==> src/rtl/conv_frame_ctrl.sv <==
// Frame sequencer for the 3x3 window line buffer: loads one zero-padded frame,
// scans every window base in raster order, tracks filter latency to produce
// result write strobes/addresses, then pulses done.
// Optional: define CONV_FRAME_CTRL_ABORT_EN to add an abort input that returns
// the sequencer to IDLE from any active state without a done pulse.
module conv_frame_ctrl #(
  parameter int unsigned IMG_W    = 256,
  parameter int unsigned IMG_H    = 32,
  parameter int unsigned PIPE_LAT = 3,
  parameter int unsigned AW       = 15
) (
  input  logic          clk,
  input  logic          rst_n,
  input  logic          start,
  input  logic          in_valid,
  output logic          in_ready,
  output logic          buf_wr,
  output logic [AW-1:0] buf_waddr,
  input  logic          hold,
  output logic          buf_rd,
  output logic [AW-1:0] win_base,
  output logic          res_wr,
  output logic [AW-1:0] res_waddr,
  output logic          busy,
  output logic          done
`ifdef CONV_FRAME_CTRL_ABORT_EN
  ,
  input  logic          abort
`endif
);

  localparam int unsigned PAD_W     = IMG_W + 2;
  localparam int unsigned PAD_H     = IMG_H + 2;
  localparam int unsigned LOAD_LAST = PAD_W * PAD_H - 1;
  localparam int unsigned RES_LAST  = IMG_W * IMG_H - 1;

  typedef enum logic [2:0] {
    IDLE  = 3'd0,
    LOAD  = 3'd1,
    SCAN  = 3'd2,
    DRAIN = 3'd3,
    DONE  = 3'd4
  } state_e;

  state_e               state_q, state_d;
  logic [AW-1:0]        load_cnt_q, load_cnt_d;
  logic [AW-1:0]        col_q, col_d;
  logic [AW-1:0]        row_q, row_d;
  logic [AW-1:0]        base_q, base_d;
  logic [AW-1:0]        win_base_q, win_base_d;
  logic                 buf_rd_q, buf_rd_d;
  logic [PIPE_LAT-1:0]  pipe_q, pipe_d;
  logic [AW-1:0]        res_cnt_q, res_cnt_d;
  logic                 in_ready_q, in_ready_d;
  logic                 busy_q, busy_d;
  logic                 done_q, done_d;
  logic                 abort_c;

`ifdef CONV_FRAME_CTRL_ABORT_EN
  assign abort_c = abort;
`else
  assign abort_c = 1'b0;
`endif

  // Next-state, counters and registered-output values
  always_comb begin
    state_d    = state_q;
    load_cnt_d = load_cnt_q;
    col_d      = col_q;
    row_d      = row_q;
    base_d     = base_q;
    win_base_d = win_base_q;
    buf_rd_d   = 1'b0;
    pipe_d     = (pipe_q << 1) | PIPE_LAT'(buf_rd_q);
    res_cnt_d  = res_cnt_q;

    // The result address stays on the last slot once the final result is written
    if (pipe_q[PIPE_LAT-1] && (res_cnt_q != AW'(RES_LAST))) begin
      res_cnt_d = res_cnt_q + AW'(1);
    end

    case (state_q)
      IDLE: begin
        if (start) state_d = LOAD;
      end
      LOAD: begin
        if (in_valid && in_ready_q) begin
          if (load_cnt_q == AW'(LOAD_LAST)) begin
            state_d = SCAN;
          end else begin
            load_cnt_d = load_cnt_q + AW'(1);
          end
        end
      end
      SCAN: begin
        if (!hold) begin
          buf_rd_d   = 1'b1;
          win_base_d = base_q;
          if (col_q == AW'(IMG_W - 1)) begin
            col_d  = '0;
            row_d  = row_q + AW'(1);
            base_d = base_q + AW'(3);
            if (row_q == AW'(IMG_H - 1)) state_d = DRAIN;
          end else begin
            col_d  = col_q + AW'(1);
            base_d = base_q + AW'(1);
          end
        end
      end
      DRAIN: begin
        if (!buf_rd_q && (pipe_q == '0)) state_d = DONE;
      end
      DONE: begin
        state_d = IDLE;
      end
      default: begin
        state_d = IDLE;
      end
    endcase

    if (abort_c && (state_q != IDLE)) state_d = IDLE;

    // Entering or sitting in IDLE wipes all frame bookkeeping
    if (state_d == IDLE) begin
      load_cnt_d = '0;
      col_d      = '0;
      row_d      = '0;
      base_d     = '0;
      win_base_d = '0;
      buf_rd_d   = 1'b0;
      pipe_d     = '0;
      res_cnt_d  = '0;
    end

    in_ready_d = (state_d == LOAD);
    busy_d     = (state_d != IDLE);
    done_d     = (state_d == DONE);
  end

  // State and counter registers with synchronous active-low reset
  always_ff @(posedge clk) begin
    if (!rst_n) begin
      state_q    <= IDLE;
      load_cnt_q <= '0;
      col_q      <= '0;
      row_q      <= '0;
      base_q     <= '0;
      win_base_q <= '0;
      buf_rd_q   <= 1'b0;
      pipe_q     <= '0;
      res_cnt_q  <= '0;
      in_ready_q <= 1'b0;
      busy_q     <= 1'b0;
      done_q     <= 1'b0;
    end else begin
      state_q    <= state_d;
      load_cnt_q <= load_cnt_d;
      col_q      <= col_d;
      row_q      <= row_d;
      base_q     <= base_d;
      win_base_q <= win_base_d;
      buf_rd_q   <= buf_rd_d;
      pipe_q     <= pipe_d;
      res_cnt_q  <= res_cnt_d;
      in_ready_q <= in_ready_d;
      busy_q     <= busy_d;
      done_q     <= done_d;
    end
  end

  assign in_ready  = in_ready_q;
  assign buf_wr    = in_valid & in_ready_q;
  assign buf_waddr = load_cnt_q;
  assign buf_rd    = buf_rd_q;
  assign win_base  = win_base_q;
  assign res_wr    = pipe_q[PIPE_LAT-1];
  assign res_waddr = res_cnt_q;
  assign busy      = busy_q;
  assign done      = done_q;

endmodule

==> config.mk <==
export PLATFORM = sky130hd
export DESIGN_NAME = conv_frame_ctrl
export DESIGN_NICKNAME = d
export VERILOG_FILES = /design/src/rtl/conv_frame_ctrl.sv
export SDC_FILE = /design/constraint.sdc
export NUM_CORES = 1
export LEC_CHECK = 0
export CAP_MARGIN = 15
export CORE_UTILIZATION = 59
export DETAILED_ROUTE_END_ITERATION = 7
export MAX_ROUTING_LAYER = met4
export PLACE_DENSITY = 0.94
export RECOVER_POWER = 25
export SYNTH_ARGS = -nofsm -noshare
export SYNTH_HDL_FRONTEND = slang
export SYNTH_SLANG_ARGS = --single-unit
export TNS_END_PERCENT = 20
==> constraint.sdc <==
create_clock -name clk -period 8.5 [get_ports clk]
set_clock_uncertainty 0.2 [all_clocks]
set_input_delay 0.85 -clock clk [delete_from_list [all_inputs] [get_ports clk]]
set_output_delay 0.85 -clock clk [all_outputs]
set_load 0.005 [all_outputs]
## After elaboration in Yosys (flattened, before gate mapping)

Cells that the tools add are included.

- Reductions and logical operators: 13
- Equal/unequal tests: 9
- Bitwise operators: 6
- Muxes and demuxes: 11
- $add $sub $neg: 6

Operators by type and width:

| cell | number |
|---|---|
| $add A15 B1 Y15 const B | 5 |
| $mux W15 | 2 |
| $mux W3 | 7 |
| $add A15 B2 Y15 const B | 1 |
| $eq A15 B14 Y1 const B | 1 |
| $eq A15 B5 Y1 const B | 1 |
| $eq A15 B8 Y1 const B | 1 |
| $ne A15 B13 Y1 const B | 1 |
| $pmux W3 S4 | 1 |
| $logic_not A3 Y1 | 3 |
| $eq A3 B1 Y1 const B | 2 |
| $eq A3 B2 Y1 const B | 2 |
| $reduce_and A3 Y1 | 2 |
| $not A1 Y1 | 4 |
| $eq A3 B3 Y1 const B | 1 |
| $logic_and A1 B1 Y1 | 3 |
| $or A3 B1 Y3 | 1 |
| $reduce_bool A3 Y1 | 1 |
| $reduce_or A3 Y1 | 1 |
| $reduce_and A2 Y1 | 1 |
| $reduce_or A2 Y1 | 1 |
| $and A1 B1 Y1 | 1 |
| $logic_not A1 Y1 | 1 |
| $mux W1 | 1 |

- Bits of input ports: 5
- Bits in registers: 100

## Depth between registers and ports, before layout

Gate-level depths: netlist of the first run.

- Word-level depth: 7
- Gate-level depth with buffers: 9
- Gate-level depth less buffers: 9

## Worst setup path before layout of the first run

Ideal clock, no wire load.

- Path kind: register to register
- From: reg col_q[10]
- To: reg base_q[11]
- Period minus slack after synthesis: 2.871 ns
- Slack: 5.629 ns
- Arrival: 2.554 ns
- Data required time: 8.183 ns
- Stages on the path, launching flop included: 10
- Path through: dfxtp_1 > nor4_1 > nand2_1 > nor4_1 > ha_1 > a21oi_1 > nor4_1 > nand3_1 > xor2_1 > nor2_1

- Cells in the longest elaborated chain, start to end: 6

RTL lines:

| element | line | source |
|---|---|---|
| start: declaration | 47 | `logic [AW-1:0] col_q, col_d;` |
| start signal: assignment | 158 | `col_q <= col_d;` |
| $eq A15 B8 Y1 * | 99 | `if (col_q == AW'(IMG_W - 1)) begin` |
| $mux W3 | 99 |  |
| $mux W3 | 96 | `if (!hold) begin` |
| $pmux W3 S4 | 82 | `case (state_q)` |
| $logic_not A3 Y1 | 124 | `if (state_d == IDLE) begin` |
| $reduce_or A2 Y1 (no line) | -- |  |
| end signal: assignment | 160 | `base_q <= base_d;` |
| end: declaration | 49 | `logic [AW-1:0] base_q, base_d;` |

Mark *: on every way between the ends. The rest lies on a longest branch, timed or not.
A chain may end at the register's enable or synchronous reset.

## Worst setup path in the final report of the first run

- From: in hold
- To: reg in_ready_q (netlist: in_ready)

- Cells in the longest elaborated chain, start to end: 3

RTL lines:

| element | line | source |
|---|---|---|
| start: declaration | 19 | `input logic hold,` |
| $mux W3 | 96 |  |
| $pmux W3 S4 | 82 |  |
| $eq A3 B1 Y1 | 135 | `in_ready_d = (state_d == LOAD);` |
| end signal: assignment | 165 | `in_ready_q <= in_ready_d;` |
| end: declaration | 54 | `logic in_ready_q, in_ready_d;` |

Every way passes these cells.

==> impl_metrics.toml, run 1 <==
[yosys]
ys_seq_elements = 100
yosysMostFrequentCell = "dfxtp_1"
synthCells = 507
synthArstFlopShare = 0
yosys.area.top_type_share = 0.463
ys_types = 41
yosys_warnings = 0
synth_area_leaders = "dfxtp_1 46%, xnor2_1 8.3%, nor2_1 6.9%"
syn-num-nets = 518
yosysSeqAreaShare = 0.463
syn_area_per_cell_um2 = 8.53
synth_area_leader_cell = "dfxtp_1"
synth_commonest_cells = "100 x dfxtp_1, 80 x nor2_1, 57 x nand2_1"
ys.flop_type = "dfxtp_1"
synth-edff-count = 0
synth.cell_area_um2 = 4330

[finish]
fillers = 502
fin_nets = 567
syn2layout_area_growth_pct = 19.6
diodes = 0
ff_latch_area_um2 = 2000
multiInputGateArea_um2 = 2210
instances_no_fill = 657
drive_above_1_share = 0.0410
fin_util = 0.745

[sta]
fmax_mhz = 252
fin_crit_sh = 0.466
setup_tns_ns = 0
hold_ws_ns = 0.237
tightestPinTransition_ns = 1.00
slew_headroom = 0.334
hold_viol = 0
final-setup-viol-count = 0
rsz0062_at_grt = "false"
fin_crit_ns = 3.96
setup_ws_ns = 4.54
drv_slew = 0

[cts]
cts_hold_buffers = 0
cts_resized = 0
cts_tree = "yes"
postCtsSetupRepairBufs = 0
path_clk_slew_ns = 0.09
cts_max_level = 3
clk_path_buf_depth = 2
cts_buffers = 9
root_buffer = "clkbuf_8"
clock_latency_ns = 0.37
cts_sinks = 100

[grt]
antenna_found_initial = 0
grt_pass1_vias = 3418
grt_usage = 0.266
grt_pass1_wl_um = 15500
grt_max_degree = 76
grt_overflow = 0

[floorplan]
dieArea_um2 = 7680
fp.dieW_um = 87.6
start_util = 0.623
fp.dieH_um = 87.6
rows = 30
pin_count = 56
design.core.area_um2 = 6940

[setup_path]
path_max_fanout = 29
crit_arrival_ns = 4.03
reg2reg_slack_ns = 4.74
start_kind = "input pin"
criticalPathCategory = "in2reg"
critical_path_required_ns = 8.57
end_kind = "flip-flop"

[drt]
routed_wl_um = 9350
via_per_inst = 5.67
wire_per_inst_um = 14.2
dr.first_iter.drc_count = 201
route.detailed.drc = 0
ant_nets = 0
drt_first_pass_iters = 4
vias = 3725

[run]
drv_cap = 0

[placement]
pre_cts_ws_ns = 4.23
gp_congestion = 0.915
hpwl_um = 6450
port_buffers = 55
place.detailed.instances = 641

[pwr]
p_leak_uw = 0.00179
ir_drop_mv = 0.0900
powerDensity_nw_per_um2 = 163

[status]
status = "finished, final reports clean"

[worst_hold_path]
hold_class = "reg2reg"
==> per-layer routing <==
metal	vias up	wire length (µm)	GRT usage	share of wire
met5	-	0	-	0
met1	1782	4030	0.325	0.43
met2	108	4730	0.438	0.51
met4	0	159	0.112	0.017
li1	1817	-	-	-
met3	18	425	0.0415	0.045
==> placed cells by master (no fill, tap or decap), drive strengths merged, types with 2 or more instances in the layout <==
cell type / instances
a2bb2oi: 2
dlygate4sd3: 35
clkbuf: 10
dfxtp: 100
xnor2: 41
o21ai: 2
and3: 9
and4: 5
a21oi: 23
and2: 7
nand2: 57
ha: 5
nor3b: 3
nand2b: 3
inv: 13
nor4b: 5
nor4: 15
nor2b: 3
nor2: 81
clkdlybuf4s50: 20
bufinv: 2
buf: 2
or4: 2
nand4: 13
xor2: 27
nand3: 33
clkinvlp: 2
nor3: 28
==> layout make-up <==
cell class              instances  area share
inverters                      11     0.00798
multi-input cells             377       0.428
clock buffers                  10      0.0266
repair buffers                 57       0.109
flip-flops and latches        100       0.387
well taps                      96      0.0232
clock inverters                 6      0.0184
==> path summary, 6_finish.rpt <==
path / cells after the start / endpoint / start
worst max-delay path: 6 / in_ready / hold
worst min register to register: 2 / pipe_q[2] / pipe_q[1]
worst max register to register: 9 / base_q[11] / col_q[10]
worst min-delay path: 2 / pipe_q[2] / pipe_q[1]
==> power breakdown <==
group	switching, µW	leakage, µW	total [µW]	internal [µW]
Clock	167	0.000111	344	177
Combinational	19.8	0.000869	28.1	8.28
Sequential	1.98	0.000806	472	470
==> cells by family after synthesis <==
| logic type | synth area share |
|---|---|
| simple gates | 0.307 |
| flops | 0.463 |
| xor+xnor | 0.138 |
| compound gates | 0.0408 |
| buf+inv | 0.0304 |
| fa+ha+maj | 0.0191 |
| mux | 0.00231 |
==> sequential cells by signal (all words and copies together) (netlist names) <==
name	flops
base_q	15
buf_rd	1
buf_waddr	15
busy	1
col_q	15
done	1
in_ready	1
pipe_q	3
res_waddr	15
row_q	15
state_q	3
win_base	15
==> through the flow <==
stage / total power, µW / instance area [µm²]
6_report: 843 / 5170
3_3_place_gp: 510 / 4940
3_5_place_dp: 511 / 4940
4_1_cts: 846 / 5170
2_1_floorplan: 501 / 4330
5_1_grt: 870 / 5170
==> critical path: stages <==
cell             delay [ns]
clkdlybuf4s50_1        0.43
or4b_1                 0.94
or4_1                  0.83
nor2_2                 0.49
a311o_1                0.26
nor3b_1                0.23
Note: power is estimated with default switching activity, not from simulation.
==> inputs of run 2 (changes only) <==
CORE_UTILIZATION = 55   (was 59)
PLACE_DENSITY = 0.89   (was 0.94)
clock period = 3.7 ns   (was 8.5 ns; I/O delays follow)
==> impl_metrics.toml, run 2 (synthesized netlist as in run 1, its figures left out) <==
[grt]
grt_pass1_wl_um = 15400
grt_usage = 0.234
grt_max_degree = 72
antenna_found_initial = 0
grt_pass1_vias = 3431
grt_overflow = 0

[drt]
vias = 3610
wire_per_inst_um = 13.3
dr.first_iter.drc_count = 103
drt_first_pass_iters = 4
route.detailed.drc = 0
ant_nets = 0
routed_wl_um = 8810
via_per_inst = 5.44

[sta]
hold_viol = 0
fin_crit_ns = 3.35
tightestPinTransition_ns = 1.16
drv_slew = 0
final-setup-viol-count = 0
rsz0062_at_grt = "false"
fin_crit_sh = 0.907
slew_headroom = 0.224
setup_ws_ns = 0.346
setup_tns_ns = 0
fmax_mhz = 298

[placement]
place.detailed.instances = 647
hpwl_um = 6090
port_buffers = 55
gp_congestion = 0.821
pre_cts_ws_ns = 0.218

[setup_path]
cp_cell_sequence = "nor4_1, nand2_1, nor4_2, ha_1, a21oi_1, nor4_1, nand3_1, xor2_1, nor2_1"
criticalPathCategory = "reg2reg"
crit_arrival_ns = 3.40
cp_top_family = "simple AND/OR/NAND/NOR gates"
worstReg2RegEnd = "base_q[13]"
r2r_cells = 9
crit_path_frequent_cell = "nor4_1"
critPathBufInv = 0
start_kind = "flip-flop"
critical_path_required_ns = 3.74
reg2reg_slack_ns = 0.35
end_kind = "flip-flop"
cpPeakStageDelay_ns = 0.64
reg2reg_from = "col_q[10]"
cp_slowest_cell = "nor4_1"
path_max_fanout = 9

[finish]
drive_above_1_share = 0.0461
syn2layout_area_growth_pct = 19.7
diodes = 0
instances_no_fill = 663
fin_nets = 570
fin_util = 0.699
mostFrequentLayoutCell = "dfxtp_1"
final_cell_mix = "100 x dfxtp_1, 80 x nor2_1, 57 x nand2_1"
fillers = 561

[floorplan]
pin_count = 56
fp.dieH_um = 90.7
fp.dieW_um = 90.7
rows = 31
dieArea_um2 = 8230
design.core.area_um2 = 7410
start_util = 0.584

[cts]
cts_max_level = 3
root_buffer = "clkbuf_8"
clock_latency_ns = 0.37
cts_resized = 0
cts_sinks = 100
postCtsSetupRepairBufs = 0
path_clk_slew_ns = 0.10
clk_path_buf_depth = 2
cts_hold_buffers = 0
cts_buffers = 9
cts_tree = "yes"

[run]
drv_cap = 0

[pwr]
ir_drop_mv = 0.234
finalPower_uw = 1870
powerDensity_nw_per_um2 = 361
p_leak_uw = 0.00179

[worst_hold_path]
whs_path_depth = 2
min_to = "pipe_q[1]"
hold_class = "reg2reg"
min_from = "pipe_q[0]"

[status]
status = "finished, final reports clean"
-- run 2: per-layer routing --
metal	part of all wire	GRT usage	routed length [µm]	vias up
met2	0.48	0.386	4200	78
li1	-	-	-	1831
met4	0.017	0.0981	148	0
met3	0.037	0.0311	323	12
met5	0	-	0	-
met1	0.47	0.288	4130	1689
-- run 2: tightest hold or removal path: cells and delay by family, from the launching register on --
family                 cells  cell delay (ns)
AND/OR/NAND/NOR            1             0.04
flip-flops                 1             0.32
buffers and inverters      1             0.05
-- run 2: worst max path at each step --
stage / startpoint / end / cells after the start
floorplan: col_q[10] / base_q[11] / 9
global placement: col_q[10] / base_q[9] / 9
detailed placement: col_q[10] / base_q[13] / 9
CTS: col_q[10] / base_q[13] / 9
global route: col_q[10] / base_q[13] / 9
finish: col_q[10] / base_q[13] / 9
-- run 2: where the power goes --
part / switching [µW] / internal [µW] / total, µW / leakage (µW)
combinational: 45.7 / 20.7 / 66.4 / 0.000881
sequential: 4.18 / 1080 / 1080 / 0.000806
clock: 383 / 337 / 720 / 0.000104
total: 433 / 1440 / 1870 / 0.00179
-- run 2: final cells by class --
cell class,instances,area (µm²),area share
inverter,11,41.3,0.00797
timing repair buffer,60,584,0.113
sequential,100,2000,0.387
multi-input combinational,377,2220,0.429
clock buffer,10,138,0.0266
clock inverter,6,68.8,0.0133
tap,99,124,0.0239
-- run 2: through the flow --
stage | hold WS, ns | area (µm²)
6_report | 0.238 | 5180
5_1_grt | 0.277 | 5180
2_1_floorplan | 0.208 | 4330
3_3_place_gp | 0.215 | 4970
4_1_cts | 0.233 | 5170
3_5_place_dp | 0.231 | 4970
==> inputs of run 3 (changes only) <==
CORE_UTILIZATION = 63   (was 55)
DONT_BUFFER_PORTS = 1   (was default)
PLACE_DENSITY = 0.78   (was 0.89)
==> impl_metrics.toml, run 3 (synthesized netlist as in run 1, its figures left out) <==
[finish]
fillers = 515
final_cell_mix = "100 x dfxtp_1, 80 x nor2_1, 57 x nand2_1"
ff_latch_area_um2 = 2000
fin_nets = 518
diodes = 0
mostFrequentLayoutCell = "dfxtp_1"
drive_above_1_share = 0.0566
multiInputGateArea_um2 = 2220
fin_util = 0.712
syn2layout_area_growth_pct = 6.94

[worst_hold_path]
whs_path_depth = 2
min_to = "buf_rd"
hold_class = "in2reg"
min_from = "rst_n"

[cts]
clock_latency_ns = 0.36
cts_tree = "yes"
cts_sinks = 100
postCtsSetupRepairBufs = 0
root_buffer = "clkbuf_8"
path_clk_slew_ns = 0.10
clk_path_buf_depth = 2
cts_buffers = 9
cts_max_level = 3

[status]
violations = "DRC"
status = "finished, violations left"

[floorplan]
design.core.area_um2 = 6490
fp.dieW_um = 84.9
rows = 29
start_util = 0.666
pin_count = 56
fp.dieH_um = 84.9
dieArea_um2 = 7200

[setup_path]
start_kind = "flip-flop"
path_max_fanout = 9
criticalPathCategory = "reg2reg"
reg2reg_from = "col_q[10]"
worstReg2RegEnd = "base_q[12]"
critical_path_required_ns = 3.75
reg2reg_slack_ns = 0.44
end_kind = "flip-flop"
r2r_cells = 9
crit_arrival_ns = 3.31

[sta]
fin_crit_ns = 3.26
rsz0062_at_grt = "false"
fmax_mhz = 307
fin_crit_sh = 0.881
final-setup-viol-count = 0
slew_headroom = 0.294
hold_viol = 0
drv_slew = 0
tightestPinTransition_ns = 1.05
setup_tns_ns = 0
setup_ws_ns = 0.442
hold_ws_ns = 0.0148

[drt]
dr.first_iter.drc_count = 138
ant_nets = 0
via_per_inst = 5.81
drt_first_pass_iters = 6
vias = 3424
wire_per_inst_um = 14.1
route.detailed.drc = 7
routed_wl_um = 8280

[grt]
grt_usage = 0.254
grt_overflow = 0
grt_max_degree = 42
grt_pass1_vias = 3253
antenna_found_initial = 0
grt_pass1_wl_um = 14400

[placement]
gp_congestion = 0.876
port_buffers = 0
pre_cts_ws_ns = 0.311
hpwl_um = 5650

[pwr]
ir_drop_mv = 0.260
pwr-share-clk = 0.385
pwr-share-comb = 0.031
powerDensity_nw_per_um2 = 401
p_leak_uw = 0.00150
seq_power_share = 0.584
netSwitchingFraction = 0.236
internal-power_uw = 1420
netSwitchingPower_uw = 437
finalPower_uw = 1850

[run]
drv_cap = 0
-- run 3: changes by cell type in the layout (fill, tap and decap cells not counted), sizes merged --
cell	previous run	this run
dlygate4sd3	34	1
inv	14	15
clkbuf	11	9
clkdlybuf4s50	21	0
buf	4	7
-- run 3: per-layer routing --
metal,track usage,wire length [µm],vias to the layer above
li1,-,-,1719
met5,-,0,-
met2,0.407,3910,93
met1,0.312,3870,1607
met4,0.0770,70,0
met3,0.0749,427,5
-- run 3: through the flow --
step                      area, µm²  std cells
after CTS                      4620        589
after detailed placement       4410        572
final                          4630        589
after floorplan                4330        507
after global placement         4410        572
after global routing           4630        589
-- run 3: final cells by class --
| class | instances | share of cell area |
|---|---|---|
| Timing Repair Buffer | 8 | 0.0135 |
| Multi-Input combinational cell | 377 | 0.480 |
| Sequential cell | 100 | 0.433 |
| Clock inverter | 7 | 0.0176 |
| Tap cell | 77 | 0.0208 |
| Inverter | 11 | 0.00892 |
| Clock buffer | 9 | 0.0268 |
-- run 3: critical path: stages, from the launching register on --
cell     delay, ns
dfxtp_1       0.36
nor4_1        0.48
nand2_1       0.33
nor4_2        0.47
fa_1          0.36
nand2_1       0.08
nor4_1        0.44
nand3_1       0.19
xor2_1        0.19
nor2_1        0.05
-- run 3: worst max-delay path by stage --
stage / end / cells after the start / startpoint
3_5_place_dp: base_q[12] / 9 / col_q[10]
4_1_cts: base_q[12] / 9 / col_q[10]
2_1_floorplan: base_q[11] / 9 / col_q[10]
3_3_place_gp: base_q[14] / 9 / col_q[10]
5_1_grt: base_q[12] / 9 / col_q[10]
6_report: base_q[12] / 9 / col_q[10]
-- run 3: repair_timing --
action | in CTS | in global routing
endpoints found under the hold margin | 2 | 0
resized for setup | 0 | 1
endpoints found under the setup margin | 0 | 2
hold buffers | 1 | 0
-- run 3: power by group through the flow --
stage / Sequential (µW) / Clock (µW) / Combinational [µW]
after floorplan: 1110 / 0 / 44.0
final: 1080 / 714 / 57.6
after CTS: 1080 / 727 / 58.4
after global routing: 1090 / 786 / 63.9
after detailed placement: 1110 / 0 / 57.0
after global placement: 1110 / 0 / 56.3
